## src/rtl/sprite_pkg.sv

```systemverilog
// rtl/sprite_pkg.sv - shared screen geometry, pixel format and blitter state type
package sprite_pkg;
  localparam int SCREEN_W = 640;
  localparam int SCREEN_H = 480;
  localparam int PIX_W    = 5;
  localparam int FB_AW    = 19;
  localparam logic [PIX_W-1:0] TRANSPARENT_IDX = 5'h00;

  typedef enum logic [1:0] {
    IDLE  = 2'd0,
    FETCH = 2'd1,
    DRAIN = 2'd2,
    DONE  = 2'd3
  } blit_state_t;
endpackage

```

## src/rtl/sprite_blitter_if.sv

```systemverilog
// rtl/sprite_blitter_if.sv - draw request, sprite ROM and frame-buffer signals
// SPRITE_BLIT_HFLIP_EN adds the hflip request bit.
interface sprite_blitter_if;
  import sprite_pkg::*;

  logic             start;
  logic [9:0]       pos_x;
  logic [9:0]       pos_y;
`ifdef SPRITE_BLIT_HFLIP_EN
  logic             hflip;
`endif
  logic             busy;
  logic             done;
  logic [FB_AW-1:0] rom_addr;
  logic [PIX_W-1:0] rom_data;
  logic             fb_we;
  logic [FB_AW-1:0] fb_addr;
  logic [PIX_W-1:0] fb_data;

`ifdef SPRITE_BLIT_HFLIP_EN
  modport master (input start, pos_x, pos_y, hflip, rom_data,
                  output busy, done, rom_addr, fb_we, fb_addr, fb_data);
  modport slave  (output start, pos_x, pos_y, hflip, rom_data,
                  input busy, done, rom_addr, fb_we, fb_addr, fb_data);
`else
  modport master (input start, pos_x, pos_y, rom_data,
                  output busy, done, rom_addr, fb_we, fb_addr, fb_data);
  modport slave  (output start, pos_x, pos_y, rom_data,
                  input busy, done, rom_addr, fb_we, fb_addr, fb_data);
`endif
endinterface

```

## src/rtl/sprite_blit_counter.sv

```systemverilog
// rtl/sprite_blit_counter.sv - row/col walk, ROM address, fb row base, last-pixel flag
// SPRITE_BLIT_HFLIP_EN adds mirrored ROM addressing.
module sprite_blit_counter
  import sprite_pkg::*;
#(
  parameter int SPRITE_W = 28,
  parameter int SPRITE_H = 50,
  localparam int COL_W  = $clog2(SPRITE_W),
  localparam int ROW_W  = $clog2(SPRITE_H),
  localparam int ADDR_W = $clog2(SPRITE_W * SPRITE_H + 1)
) (
  input  logic             i_clk,
  input  logic             i_rst,
  input  logic             i_clear,
  input  logic             i_advance,
  input  logic [FB_AW:0]   i_fbase_init,
`ifdef SPRITE_BLIT_HFLIP_EN
  input  logic             i_hflip,
`endif
  output logic [COL_W-1:0] o_col,
  output logic [ROW_W-1:0] o_row,
  output logic [FB_AW-1:0] o_rom_addr,
  output logic [FB_AW:0]   o_fbase,
  output logic             o_last
);
  logic [COL_W-1:0]  r_col;
  logic [ROW_W-1:0]  r_row;
  logic [ADDR_W-1:0] r_addr;
  logic [FB_AW:0]    r_fbase;
  logic              w_col_wrap;
`ifdef SPRITE_BLIT_HFLIP_EN
  logic [ADDR_W-1:0] r_rbase;
`endif

  assign w_col_wrap = (r_col == COL_W'(SPRITE_W - 1));

  // Forward address and both row bases advance by addition only.
  always_ff @(posedge i_clk) begin
    if (i_rst || i_clear) begin
      r_col   <= '0;
      r_row   <= '0;
      r_addr  <= '0;
      r_fbase <= i_rst ? '0 : i_fbase_init;
`ifdef SPRITE_BLIT_HFLIP_EN
      r_rbase <= '0;
`endif
    end else if (i_advance) begin
      r_addr <= r_addr + 1'b1;
      if (w_col_wrap) begin
        r_col   <= '0;
        r_row   <= r_row + 1'b1;
        r_fbase <= r_fbase + (FB_AW+1)'(SCREEN_W);
`ifdef SPRITE_BLIT_HFLIP_EN
        r_rbase <= r_rbase + ADDR_W'(SPRITE_W);
`endif
      end else begin
        r_col <= r_col + 1'b1;
      end
    end
  end

  assign o_col   = r_col;
  assign o_row   = r_row;
  assign o_fbase = r_fbase;
  assign o_last  = w_col_wrap && (r_row == ROW_W'(SPRITE_H - 1));
`ifdef SPRITE_BLIT_HFLIP_EN
  assign o_rom_addr = i_hflip ?
      FB_AW'(r_rbase + ADDR_W'(SPRITE_W - 1) - ADDR_W'(r_col)) : FB_AW'(r_addr);
`else
  assign o_rom_addr = FB_AW'(r_addr);
`endif
endmodule

```

## src/rtl/sprite_blitter.sv

```systemverilog
// rtl/sprite_blitter.sv - copies a sprite ROM into the frame buffer at (pos_x,pos_y)
// SPRITE_BLIT_HFLIP_EN enables horizontal mirroring via the hflip request bit.
module sprite_blitter
  import sprite_pkg::*;
#(
  parameter int SPRITE_W = 28,
  parameter int SPRITE_H = 50
) (
  input  logic               i_clk,
  input  logic               i_rst,
  sprite_blitter_if.master   blit
);
  localparam int COL_W = $clog2(SPRITE_W);
  localparam int ROW_W = $clog2(SPRITE_H);

  blit_state_t      r_state, w_next;
  logic [9:0]       r_pos_x, r_pos_y;
  logic [10:0]      r_px, r_py;
  logic [FB_AW:0]   r_pbase;
  logic             r_pvalid;
  logic             w_accept;
  logic [COL_W-1:0] w_col;
  logic [ROW_W-1:0] w_row;
  logic [FB_AW-1:0] w_rom_addr;
  logic [FB_AW:0]   w_fbase;
  logic             w_last;
  logic [10:0]      w_x, w_y;
`ifdef SPRITE_BLIT_HFLIP_EN
  logic             r_hflip;
`endif

  assign w_accept = (r_state == IDLE) && blit.start;

  sprite_blit_counter #(.SPRITE_W(SPRITE_W), .SPRITE_H(SPRITE_H)) u_counter (
    .i_clk        (i_clk),
    .i_rst        (i_rst),
    .i_clear      (w_accept),
    .i_advance    (r_state == FETCH),
    .i_fbase_init ((FB_AW+1)'(blit.pos_y) * (FB_AW+1)'(SCREEN_W)),
`ifdef SPRITE_BLIT_HFLIP_EN
    .i_hflip      (r_hflip),
`endif
    .o_col        (w_col),
    .o_row        (w_row),
    .o_rom_addr   (w_rom_addr),
    .o_fbase      (w_fbase),
    .o_last       (w_last)
  );

  // 11-bit sums so targets past the right/bottom edge compare as off-screen.
  assign w_x = {1'b0, r_pos_x} + 11'(w_col);
  assign w_y = {1'b0, r_pos_y} + 11'(w_row);

  always_comb begin
    w_next = r_state;
    case (r_state)
      IDLE:    if (blit.start) w_next = FETCH;
      FETCH:   if (w_last) w_next = DRAIN;
      DRAIN:   w_next = DONE;
      DONE:    w_next = IDLE;
      default: w_next = IDLE;
    endcase
  end

  always_ff @(posedge i_clk) begin
    if (i_rst) begin
      r_state  <= IDLE;
      r_pos_x  <= '0;
      r_pos_y  <= '0;
      r_px     <= '0;
      r_py     <= '0;
      r_pbase  <= '0;
      r_pvalid <= 1'b0;
`ifdef SPRITE_BLIT_HFLIP_EN
      r_hflip  <= 1'b0;
`endif
    end else begin
      r_state  <= w_next;
      r_pvalid <= (r_state == FETCH);
      if (w_accept) begin
        r_pos_x <= blit.pos_x;
        r_pos_y <= blit.pos_y;
`ifdef SPRITE_BLIT_HFLIP_EN
        r_hflip <= blit.hflip;
`endif
      end
      // Target of the address issued this cycle, consumed when its data returns.
      if (r_state == FETCH) begin
        r_px    <= w_x;
        r_py    <= w_y;
        r_pbase <= w_fbase;
      end
    end
  end

  assign blit.busy     = (r_state == FETCH) || (r_state == DRAIN);
  assign blit.done     = (r_state == DONE);
  assign blit.rom_addr = (r_state == FETCH) ? w_rom_addr : '0;
  assign blit.fb_we    = r_pvalid && (blit.rom_data != TRANSPARENT_IDX) &&
                         (r_px < 11'(SCREEN_W)) && (r_py < 11'(SCREEN_H));
  assign blit.fb_data  = r_pvalid ? blit.rom_data : '0;
  assign blit.fb_addr  = FB_AW'(r_pbase + (FB_AW+1)'(r_px));
endmodule

```

## src/flat_wrapper.sv

```systemverilog
// flat-port wrapper written by rule: the top's interface ports become plain ports
module sprite_blitter_flat import sprite_pkg::*;
#(
  parameter int SPRITE_W = 28,
  parameter int SPRITE_H = 50
)
  (i_clk, i_rst, blit_start, blit_pos_x, blit_pos_y, blit_rom_data, blit_busy, blit_done, blit_rom_addr, blit_fb_we, blit_fb_addr, blit_fb_data);
  sprite_blitter_if blit_i ();
  input  logic i_clk;
  input  logic i_rst;
  input wire logic [$bits(blit_i.start)-1:0] blit_start;
  input wire logic [$bits(blit_i.pos_x)-1:0] blit_pos_x;
  input wire logic [$bits(blit_i.pos_y)-1:0] blit_pos_y;
  input wire logic [$bits(blit_i.rom_data)-1:0] blit_rom_data;
  output wire logic [$bits(blit_i.busy)-1:0] blit_busy;
  output wire logic [$bits(blit_i.done)-1:0] blit_done;
  output wire logic [$bits(blit_i.rom_addr)-1:0] blit_rom_addr;
  output wire logic [$bits(blit_i.fb_we)-1:0] blit_fb_we;
  output wire logic [$bits(blit_i.fb_addr)-1:0] blit_fb_addr;
  output wire logic [$bits(blit_i.fb_data)-1:0] blit_fb_data;
  assign blit_i.start = blit_start;
  assign blit_i.pos_x = blit_pos_x;
  assign blit_i.pos_y = blit_pos_y;
  assign blit_i.rom_data = blit_rom_data;
  assign blit_busy = blit_i.busy;
  assign blit_done = blit_i.done;
  assign blit_rom_addr = blit_i.rom_addr;
  assign blit_fb_we = blit_i.fb_we;
  assign blit_fb_addr = blit_i.fb_addr;
  assign blit_fb_data = blit_i.fb_data;
  sprite_blitter #(.SPRITE_W(SPRITE_W), .SPRITE_H(SPRITE_H)) u_core (.i_clk(i_clk), .i_rst(i_rst), .blit(blit_i));
endmodule
```

## config.mk

```make
export PLATFORM = sky130hd
export DESIGN_NAME = sprite_blitter_flat
export DESIGN_NICKNAME = d
export VERILOG_FILES = /design/src/rtl/sprite_pkg.sv /design/src/rtl/sprite_blitter_if.sv /design/src/rtl/sprite_blit_counter.sv /design/src/rtl/sprite_blitter.sv /design/src/flat_wrapper.sv
export SDC_FILE = /design/constraint.sdc
export NUM_CORES = 1
export LEC_CHECK = 0
export ABC_AREA = 1
export CAP_MARGIN = 30
export CORE_MARGIN = 4
export CORE_UTILIZATION = 45
export DETAILED_ROUTE_END_ITERATION = 10
export PLACE_DENSITY = 0.66
export SETUP_SLACK_MARGIN = 0.2
export SYNTH_ARGS = -nofsm -noshare
export SYNTH_HDL_FRONTEND = slang
export SYNTH_HIERARCHICAL = 1
export SYNTH_SLANG_ARGS = --single-unit
```

## constraint.sdc

```tcl
create_clock -name i_clk -period 2.4 [get_ports i_clk]
set_input_delay 0.48 -clock i_clk [delete_from_list [all_inputs] [get_ports i_clk]]
set_output_delay 0.48 -clock i_clk [all_outputs]
set_load 0.02 [all_outputs]
```

==> key figures <==
Outcome
  • Status: complete, but fails checks
  • Failing checks: negative setup slack

Setup path
  • Crit. End Element: primary output
  • Crit-path slowest cell: dfxtp_2
  • CP delay by family, top: adder cells
  • Worst EP required: 1.92 ns
  • Critical-path cell list: ha_4 > inv_2 > fa_2 > o21bai_1 > nand2_1 > nand2_2 > nand2_2 > nand2_1 > nand2_1 > nand2_1 > buf_6
  • Kind of critical path: register to primary output
  • Critical path buffers and inverters: 2
  • Worst-path fanout max: 3
  • Crit start category: register
  • Most common cell on crit path: nand2_1
  • CP max stage delay: 0.36 ns
  • Arrival time at the worst endpoint: 1.96 ns

Pwr
  • Combinational Power Share: 0.473
  • Sw Pwr: 3.152 mW
  • Clk pwr share: 0.180
  • Total Power: 7.693 mW
  • Peak supply drop: 0.0004111 V
  • Part of the power in registers: 0.348
  • Power density over cell area: 949.7 nW/um^2
  • Switch share: 0.4098
  • Leakage: 4.090 nW
  • Pint: 4.541 mW

Clock tree
  • Root buf cell: clkbuf_16
  • CTS tree: done
  • Post-CTS Hold Buffers: 0
  • Htree depth: 3
  • Clk slew on worst S/H paths: 0.07 ns
  • Clk buf depth: 2
  • Cts bufs inserted: 9
  • Clock Latency Late Sink: 0.35 ns
  • Clock Sinks: 100

Synthesis
  • Synthesized area: 6359 sq um
  • Mean Syn Cell Area: 6.830 sq um
  • Yosys warns: 6
  • Cells after Synth: 931

STA
  • Final hold slack: 0.4682 ns
  • Total Negative Setup Slacks: -0.1045 ns
  • Final Hold Vio Count: 0
  • Min Tclk post-route: 2.440 ns
  • Pins Over Slew Limit: 0
  • RSZ-0062 raised after global routing: true
  • Endpoints failing setup: 3
  • Setup Skew: 0.007638 ns
  • Max Fclk: 409.9 MHz
  • Crit share post-route: 1.017
  • Worst setup margin: -0.03982 ns

Layout
  • Final core utilization: 0.5836
  • Multi-input logic area: 3839 sq um
  • Share of cells above drive strength 1: 0.1578
  • Filler cells: 1320
  • Final instance area: 8100 sq um
  • Register area: 2205 sq um
  • Most frequent cells in the layout: nand2_1, nor2_1, inv_1
  • Area Overhead vs Synth: 27.39%
  • Nets: 1125
  • Most common cell after layout, fill and taps aside: nand2_1
  • N_diodes: 0
  • Cell Count, Final, Fillers Out: 1232

Routing
  • Vias per cell: 4.894
  • DR WL/cell: 12.60 um
  • Initial DRC Count: 343
  • Pre-antenna DRT Iters: 5
  • Final ANT Viol Nets: 0
  • Drt drc: 0
  • DR vias: 6029
  • DRT Wirelength: 15530 um

Floorplanning
  • Chip height: 126.9 um
  • Site row count: 43
  • Total core area: 13880 sq um
  • Die Area: 16100 sq um
  • Starting Density: 0.4581
  • Die width: 126.9 um
  • Io pins: 74

GRT
  • Gr usage total: 0.1999
  • Antenna violations before repair: 0
  • Vias in the first global route: 5691
  • First-pass GRT wire length: 26470 um
  • Largest net degree at the start of global routing: 41
  • GRT Residual Overflow: 0

Placement
  • Post-DP Area: 7552 sq um
  • GPL Wtd Cong: 0.8649
  • Port bufs: 65
  • Detailed placement HPWL: 11650 um
  • Worst slack, placed: -0.2999 ns
  • Placed cells: 1213

Run
  • Maxcap violations: 0

Worst hold path
  • Tightest Hold Check Type: register to register
## power by group through the flow
stage | sequential (mW) | clock, mW | combinational (mW)
global route | 2.74 | 1.50 | 4.07
global placement | 2.62 | 0 | 3.42
CTS | 2.67 | 1.43 | 3.59
finish | 2.67 | 1.38 | 3.64
floorplan | 2.51 | 0 | 2.20
detailed placement | 2.63 | 0 | 3.46
## worst min-delay path: stages, from the launching register on
cell and delay, ns:
dfxtp_1 0.31, nand2_1 0.06, a21oi_1 0.05
## final cells by class
type                       count  area share
multi-input combinational    686      0.4739
clock inverter                 5    0.004171
tap                          180     0.02780
timing repair buffer         123      0.1331
inverter                     127     0.05885
sequential                   100      0.2722
clock buffer                  11     0.02997
## sequential cells by signal, indices dropped and copies added (netlist names)
| register | count |
|---|---|
| u_core/r_pbase | 19 |
| u_core/u_counter/o_fbase | 19 |
| u_core/r_px | 11 |
| u_core/u_counter/r_addr | 11 |
| u_core/r_pos_x | 10 |
| u_core/r_pos_y | 10 |
| u_core/r_py | 6 |
| u_core/u_counter/o_row | 6 |
| u_core/u_counter/o_col | 5 |
| u_core/r_state | 2 |
| u_core/r_pvalid | 1 |
## routing by layer
| layer | track usage | vias to the layer above | share of wire | wire, um |
|---|---|---|---|---|
| met3 | 0.03411 | 27 | 0.039 | 605 |
| met2 | 0.3412 | 119 | 0.47 | 7337 |
| met4 | 0.07634 | 0 | 0.027 | 417 |
| li1 | - | 3169 | - | - |
| met5 | 0 | - | 0 | 0 |
| met1 | 0.2523 | 2714 | 0.46 | 7168 |
## path summary, 6_finish.rpt
path	cells after the start	start	slack (ns)	end
min reg2reg	2	u_core/r_py[10]	0.47	u_core/r_py[10]
max reg2reg	9	u_core/r_state[1]	0.55	u_core/r_px[8]
max	11	u_core/r_pbase[0]	-0.04	blit_fb_addr[16]
min	2	u_core/r_py[10]	0.47	u_core/r_py[10]
## what timing repair did
item	4_1_cts	5_1_grt
resized for setup	156	22
setup endpoints to repair	37	25
pin swaps	19	15
gates cloned	0	0
setup buffers	3	0
No activity file was read; power rests on OpenSTA's default activity.
